==> config.mk <==
export PLATFORM = sky130hd
export DESIGN_NAME = score_bcd_converter_flat
export DESIGN_NICKNAME = d
export VERILOG_FILES = /design/src/rtl/score_bcd_if.sv /design/src/rtl/score_bcd_converter.sv /design/src/flat_wrapper.sv
export SDC_FILE = /design/constraint.sdc
export NUM_CORES = 1
export LEC_CHECK = 0
export CORE_MARGIN = 1
export CORE_UTILIZATION = 49
export CTS_CLUSTER_SIZE = 12
export DETAILED_ROUTE_END_ITERATION = 8
export PLACE_DENSITY_LB_ADDON = 0.25
export SYNTH_ARGS = -nofsm -noshare
export SYNTH_HDL_FRONTEND = slang
export SYNTH_SLANG_ARGS = --single-unit
export TNS_END_PERCENT = 5
==> constraint.sdc <==
create_clock -name clk -period 1.5 [get_ports clk]
set_clock_uncertainty 0.05 [all_clocks]
set_input_delay 0.45 -clock clk [delete_from_list [all_inputs] [get_ports clk]]
set_output_delay 0.45 -clock clk [all_outputs]
set_load 0.05 [all_outputs]
==> src/rtl/score_bcd_if.sv <==
// Handshake and data bundle between the game-logic score source and the BCD converter.
// The master requests conversions; the slave reports progress and results.
interface score_bcd_if #(
    parameter int INPUT_WIDTH = 14,
    parameter int DIGITS      = 4
);
    logic                   start;
    logic [INPUT_WIDTH-1:0] bin_in;
    logic                   busy;
    logic                   done;
    logic [4*DIGITS-1:0]    bcd_out;
    logic                   overflow;

    modport master (
        output start,
        output bin_in,
        input  busy,
        input  done,
        input  bcd_out,
        input  overflow
    );

    modport slave (
        input  start,
        input  bin_in,
        output busy,
        output done,
        output bcd_out,
        output overflow
    );
endinterface

==> src/rtl/score_bcd_converter.sv <==
// Sequential double-dabble binary-to-BCD converter, one input bit per clock.
// Results saturate to all nines above the displayable range and are held between conversions.
module score_bcd_converter #(
    parameter int INPUT_WIDTH = 14,
    parameter int DIGITS      = 4
) (
    input  logic       clk,
    input  logic       rst,
    score_bcd_if.slave bus
);
    localparam int          BCD_WIDTH = 4 * DIGITS;
    localparam int          CNT_WIDTH = $clog2(INPUT_WIDTH + 1);
    localparam logic [31:0] MAX_VAL   = 32'(10 ** DIGITS - 1);

    localparam logic [0:0] IDLE  = 1'b0;
    localparam logic [0:0] SHIFT = 1'b1;

    logic [0:0]             state;
    logic [INPUT_WIDTH-1:0] shift_reg;
    logic [BCD_WIDTH-1:0]   scratch;
    logic [BCD_WIDTH-1:0]   adjusted;
    logic [CNT_WIDTH-1:0]   count;
    logic                   ovf_pending;
    logic                   busy_q;
    logic                   done_q;
    logic [BCD_WIDTH-1:0]   bcd_q;
    logic                   overflow_q;

    // Add-3 correction is per digit with no carry into the neighbour digit.
    always_comb begin
        adjusted = scratch;
        for (int i = 0; i < DIGITS; i++) begin
            if (scratch[4*i +: 4] >= 4'd5) begin
                adjusted[4*i +: 4] = scratch[4*i +: 4] + 4'd3;
            end
        end
    end

    always_ff @(posedge clk or negedge rst) begin
        if (!rst) begin
            state       <= IDLE;
            shift_reg   <= '0;
            scratch     <= '0;
            count       <= '0;
            ovf_pending <= 1'b0;
            busy_q      <= 1'b0;
            done_q      <= 1'b0;
            bcd_q       <= '0;
            overflow_q  <= 1'b0;
        end else begin
            done_q <= 1'b0;
            case (state)
                IDLE: begin
                    if (bus.start) begin
                        shift_reg   <= bus.bin_in;
                        scratch     <= '0;
                        count       <= '0;
                        ovf_pending <= (32'(bus.bin_in) > MAX_VAL);
                        busy_q      <= 1'b1;
                        state       <= SHIFT;
                    end
                end
                SHIFT: begin
                    // The final edge publishes the result instead of shifting again.
                    if (count == CNT_WIDTH'(INPUT_WIDTH)) begin
                        bcd_q      <= ovf_pending ? {DIGITS{4'h9}} : scratch;
                        overflow_q <= ovf_pending;
                        done_q     <= 1'b1;
                        busy_q     <= 1'b0;
                        state      <= IDLE;
                    end else begin
                        scratch   <= {adjusted[BCD_WIDTH-2:0], shift_reg[INPUT_WIDTH-1]};
                        shift_reg <= {shift_reg[INPUT_WIDTH-2:0], 1'b0};
                        count     <= count + 1'b1;
                    end
                end
                default: state <= IDLE;
            endcase
        end
    end

    assign bus.busy     = busy_q;
    assign bus.done     = done_q;
    assign bus.bcd_out  = bcd_q;
    assign bus.overflow = overflow_q;
endmodule

==> src/flat_wrapper.sv <==
// flat-port wrapper written by rule: the top's interface ports become plain ports
module score_bcd_converter_flat 
#(
    parameter int INPUT_WIDTH = 14,
    parameter int DIGITS      = 4
)
  (clk, rst, bus_start, bus_bin_in, bus_busy, bus_done, bus_bcd_out, bus_overflow);
  score_bcd_if #(.INPUT_WIDTH(INPUT_WIDTH), .DIGITS(DIGITS)) bus_i ();
  input  logic clk;
  input  logic rst;
  input wire logic [$bits(bus_i.start)-1:0] bus_start;
  input wire logic [$bits(bus_i.bin_in)-1:0] bus_bin_in;
  output wire logic [$bits(bus_i.busy)-1:0] bus_busy;
  output wire logic [$bits(bus_i.done)-1:0] bus_done;
  output wire logic [$bits(bus_i.bcd_out)-1:0] bus_bcd_out;
  output wire logic [$bits(bus_i.overflow)-1:0] bus_overflow;
  assign bus_i.start = bus_start;
  assign bus_i.bin_in = bus_bin_in;
  assign bus_busy = bus_i.busy;
  assign bus_done = bus_i.done;
  assign bus_bcd_out = bus_i.bcd_out;
  assign bus_overflow = bus_i.overflow;
  score_bcd_converter #(.INPUT_WIDTH(INPUT_WIDTH), .DIGITS(DIGITS)) u_core (.clk(clk), .rst(rst), .bus(bus_i));
endmodule
==> impl_metrics.xml <==
<?xml version="1.0" encoding="UTF-8"?>
<metrics>
  <group name="placement">
    <metric name="buffer_ports.inserted" unit="">35</metric>
    <metric name="place_area" unit="µm²">3440</metric>
    <metric name="detailedPlacementHpwl" unit="mm">3.53</metric>
    <metric name="place.detailed.instances" unit="">382</metric>
    <metric name="place.gp.congestion" unit="">0.747</metric>
  </group>
  <group name="timing">
    <metric name="min_period" unit="ns">1.50</metric>
    <metric name="timing.final.setup_violations" unit="">0</metric>
    <metric name="report.final.hold_viol_count" unit="">0</metric>
    <metric name="grt_setup_unrepaired" unit="">true</metric>
    <metric name="worst_pin_slew" unit="ns">0.575</metric>
    <metric name="period_share" unit="%">99.8</metric>
    <metric name="fmaxAchievable" unit="MHz">668</metric>
    <metric name="totalNegativeSetupSlack" unit="ns">0</metric>
    <metric name="timing_max_transition_violations_final" unit="">0</metric>
    <metric name="slew-limit-headroom" unit="%">61.7</metric>
  </group>
  <group name="power">
    <metric name="clock_network_fraction_of_design_power" unit="%">9.6</metric>
    <metric name="static-leakage-power" unit="µW">0.00171</metric>
    <metric name="cell_internal_pwr" unit="µW">4820</metric>
    <metric name="power.switching" unit="µW">3370</metric>
    <metric name="irDropWorstVdd" unit="µV">981</metric>
    <metric name="p_per_area" unit="nW/µm²">2300</metric>
    <metric name="comb_power_share" unit="%">56.2</metric>
    <metric name="seq_power_share" unit="%">34.3</metric>
    <metric name="power_switching_share" unit="%">41.2</metric>
  </group>
  <group name="synthesis">
    <metric name="synthesis.nets" unit="">283</metric>
    <metric name="yosys.area_share.simple" unit="%">14.0</metric>
    <metric name="dominant_combinational_cell_family_by_area_after_synthesis" unit="">simple AND/OR/NAND/NOR gates</metric>
    <metric name="synth-adder-area-share" unit="%">4.84</metric>
    <metric name="fraction_of_the_yosys_area_taken_by_sequential_cells" unit="%">53.3</metric>
    <metric name="multiplexer_area_fraction_after_synthesis" unit="%">7.51</metric>
    <metric name="post_syn_instances" unit="">256</metric>
    <metric name="synth-compound-area-share" unit="%">13.3</metric>
    <metric name="post_synthesis_register_bit_count" unit="">55</metric>
    <metric name="synth_cell_type_count" unit="">30</metric>
    <metric name="yosysWarnings" unit="">0</metric>
    <metric name="synth_flop_cell" unit="">dfrtp_1</metric>
    <metric name="synthesis.area_per_instance" unit="µm²">10.1</metric>
    <metric name="async_flop_share" unit="%">100</metric>
    <metric name="synth.cell_area" unit="µm²">2580</metric>
    <metric name="synth-edff-count" unit="">0</metric>
    <metric name="yosys.area_share.xor_xnor" unit="%">2.37</metric>
  </group>
  <group name="worst_setup_path">
    <metric name="timing.critical_path.to" unit="">u_core.scratch[6]$_DFFE_PN0P_</metric>
    <metric name="rr_endpoint" unit="">u_core.scratch[6]$_DFFE_PN0P_</metric>
    <metric name="critPathKind" unit="">reg2reg</metric>
    <metric name="critPathArrivalTime" unit="ns">1.69</metric>
    <metric name="req_time_crit_path" unit="ns">1.69</metric>
    <metric name="worst_r2r_path_depth" unit="">5</metric>
    <metric name="worst-r2r-setup-slack" unit="ns">0.002</metric>
    <metric name="cp-start-kind" unit="">register</metric>
    <metric name="crit_start" unit="">u_core.scratch[4]$_DFFE_PN0P_</metric>
    <metric name="r2r-start" unit="">u_core.scratch[4]$_DFFE_PN0P_</metric>
    <metric name="crit_path_max_fanout" unit="">3</metric>
    <metric name="critical_path.endpoint_type" unit="">register</metric>
  </group>
  <group name="die">
    <metric name="dieArea" unit="µm²">5570</metric>
    <metric name="die_width" unit="µm">74.6</metric>
    <metric name="initial_core_util" unit="%">50.6</metric>
    <metric name="fp-row-count" unit="">26</metric>
    <metric name="die-height" unit="µm">74.6</metric>
    <metric name="coreArea" unit="µm²">5110</metric>
    <metric name="pin_count" unit="">36</metric>
  </group>
  <group name="clocking">
    <metric name="ctsHtreeMaxLevel" unit="">2</metric>
    <metric name="cts_inserted_buffers" unit="">5</metric>
    <metric name="clock-sinks" unit="">55</metric>
    <metric name="clock_input_transition_at_the_sequential_cells_of_the_worst_setup_and_hold_paths" unit="ns">0.09</metric>
    <metric name="cts_root_buffer" unit="">clkbuf_8</metric>
    <metric name="clock_tree_from_tritoncts" unit="">built</metric>
    <metric name="clk-insertion-delay-late" unit="ns">0.31</metric>
    <metric name="maximum_clock_insertion_buffer_count" unit="">2</metric>
  </group>
  <group name="detailed_routing">
    <metric name="drt_iter0_markers" unit="">99</metric>
    <metric name="post_drt_wl_per_cell" unit="µm">12.3</metric>
    <metric name="firstDrtPassIters" unit="">4</metric>
    <metric name="avgViaCountPerCell" unit="">5.11</metric>
    <metric name="drc" unit="">0</metric>
    <metric name="final_antenna_net_count" unit="">0</metric>
    <metric name="vias" unit="">1992</metric>
    <metric name="sum_of_routed_wire_length_over_all_layers" unit="mm">4.79</metric>
  </group>
  <group name="global_route">
    <metric name="first_global_vias" unit="">1885</metric>
    <metric name="grt_max_degree" unit="">56</metric>
    <metric name="wire_length_of_the_first_global_routing_pass" unit="mm">8.49</metric>
    <metric name="global_route.usage.total" unit="%">19.9</metric>
    <metric name="number_of_antenna_violations_at_the_first_check_in_global_routing" unit="">0</metric>
    <metric name="grt_remaining_overflow" unit="">0</metric>
  </group>
  <group name="run">
    <metric name="number_of_violations_of_the_max_capacitance_limit" unit="">0</metric>
  </group>
  <group name="final_layout">
    <metric name="nets" unit="">346</metric>
    <metric name="drive_above_1_share" unit="%">25.6</metric>
    <metric name="area_delta_synth_final" unit="%">38.0</metric>
    <metric name="most-common-layout-cells" unit="">dfrtp_1 (55), nand2_1 (50), o21ai_0 (32)</metric>
    <metric name="stdcell_area" unit="µm²">3560</metric>
    <metric name="final_cells" unit="">390</metric>
    <metric name="antennaDiodeCount" unit="">0</metric>
    <metric name="fill_cells" unit="">390</metric>
    <metric name="final_common_cell" unit="">dfrtp_1</metric>
  </group>
  <group name="min_path">
    <metric name="timing.hold.worst.class" unit="">in2async</metric>
  </group>
  <group name="outcome">
    <metric name="status" unit="">finished, final reports clean</metric>
  </group>
</metrics>
==> worst max-delay path, stage by stage (launching register included) <==
cell and delay [ns]:
dfrtp_1 0.43, ha_2 0.18, nand2b_1 0.15, a21oi_2 0.18, mux2_4 0.32, o21ai_1 0.12
==> what timing repair did <==
item / CTS / global route
pin swaps: 0 / 3
endpoints found under the hold margin: 0 / 0
setup buffers: 0 / 0
gates resized for setup: 6 / 15
endpoints found under the setup margin: 6 / 33
hold buffers: 0 / 0
==> cells by family after synthesis <==
family | count (synthesis)
flip-flops | 55
buffers and inverters | 25
XOR/XNOR | 7
adder cells (fa/ha/maj) | 10
multiplexers | 19
AO/OA/AOI/OAI | 58
AND/OR/NAND/NOR | 82
==> power groups by stage <==
stage	sequential [µW]	combinational (µW)	clock [µW]
3_3_place_gp	2770	4390	0
4_1_cts	2790	4550	799
5_1_grt	2910	5060	856
6_report	2810	4600	782
3_5_place_dp	2810	4510	0
2_1_floorplan	3280	1970	0
==> synthesized netlist by cell type, drive strengths merged, types with 2 or more instances <==
master	instances	area [µm²]
a21oi	4	20.0
buf	9	58.8
clkbuf	4	16.3
dfrtp	55	1380
ha	10	125
inv	12	45.0
mux2	3	33.8
mux2i	16	160
nand2	50	188
nand2b	9	56.3
nand3	6	30.0
nand4	2	27.5
nor2	13	48.8
o211ai	4	30.0
o21ai	37	196
o22ai	4	25.0
o31ai	5	37.5
o32ai	3	26.3
xnor2	4	35.0
xor2	3	26.3
==> area by class of cell <==
class	instances	area [µm²]	share of cell area, %
clock buffer	7	76.3	2.14
clock inverter	1	5.00	0.140
inverter	12	45.0	1.26
multi-input combinational	176	1140	31.9
sequential	55	1380	38.6
tap	70	87.6	2.46
timing repair buffer	69	836	23.4
==> routing by layer <==
metal	wire length, µm	part of all wire [%]	up-vias	track usage, %
li1	-	-	994	-
met1	2190	46	942	25.8
met2	2390	50	48	34.2
met3	143	3.0	8	3.61
met4	68	1.4	0	5.66
met5	0	0	-	0
==> how the worst min path moves through the flow <==
| stage | slack, ns | cells past startpoint | endpoint | from |
|---|---|---|---|---|
| floorplan | 0.10 | 0 | u_core.bus.bcd_out[0]$_DFFE_PN0P_ | rst |
| global route | 0.10 | 2 | u_core.bus.bcd_out[1]$_DFFE_PN0P_ | rst |
| finish | 0.08 | 2 | u_core.shift_reg[4]$_DFFE_PN0P_ | rst |
| detailed placement | 0.42 | 2 | u_core.bus.overflow$_DFFE_PN0P_ | rst |
| CTS | 0.09 | 2 | u_core.bus.bcd_out[1]$_DFFE_PN0P_ | rst |
| global placement | 0.41 | 2 | u_core.shift_reg[8]$_DFFE_PN0P_ | u_core.shift_reg[8]$_DFFE_PN0P_ |
==> stage by stage <==
step	worst slack, ns	hold slack [ns]	util (%)	total power (µW)
after global placement	-0.185	0.414	67.3	7170
after global routing	-0.0783	0.103	69.8	8830
final	0.00231	0.0751	69.8	8190
after detailed placement	-0.189	0.421	67.3	7320
after floorplan	-0.00847	0.104	-	5250
after CTS	-0.0362	0.0905	69.0	8140
No activity file was read; power rests on OpenSTA's default activity.
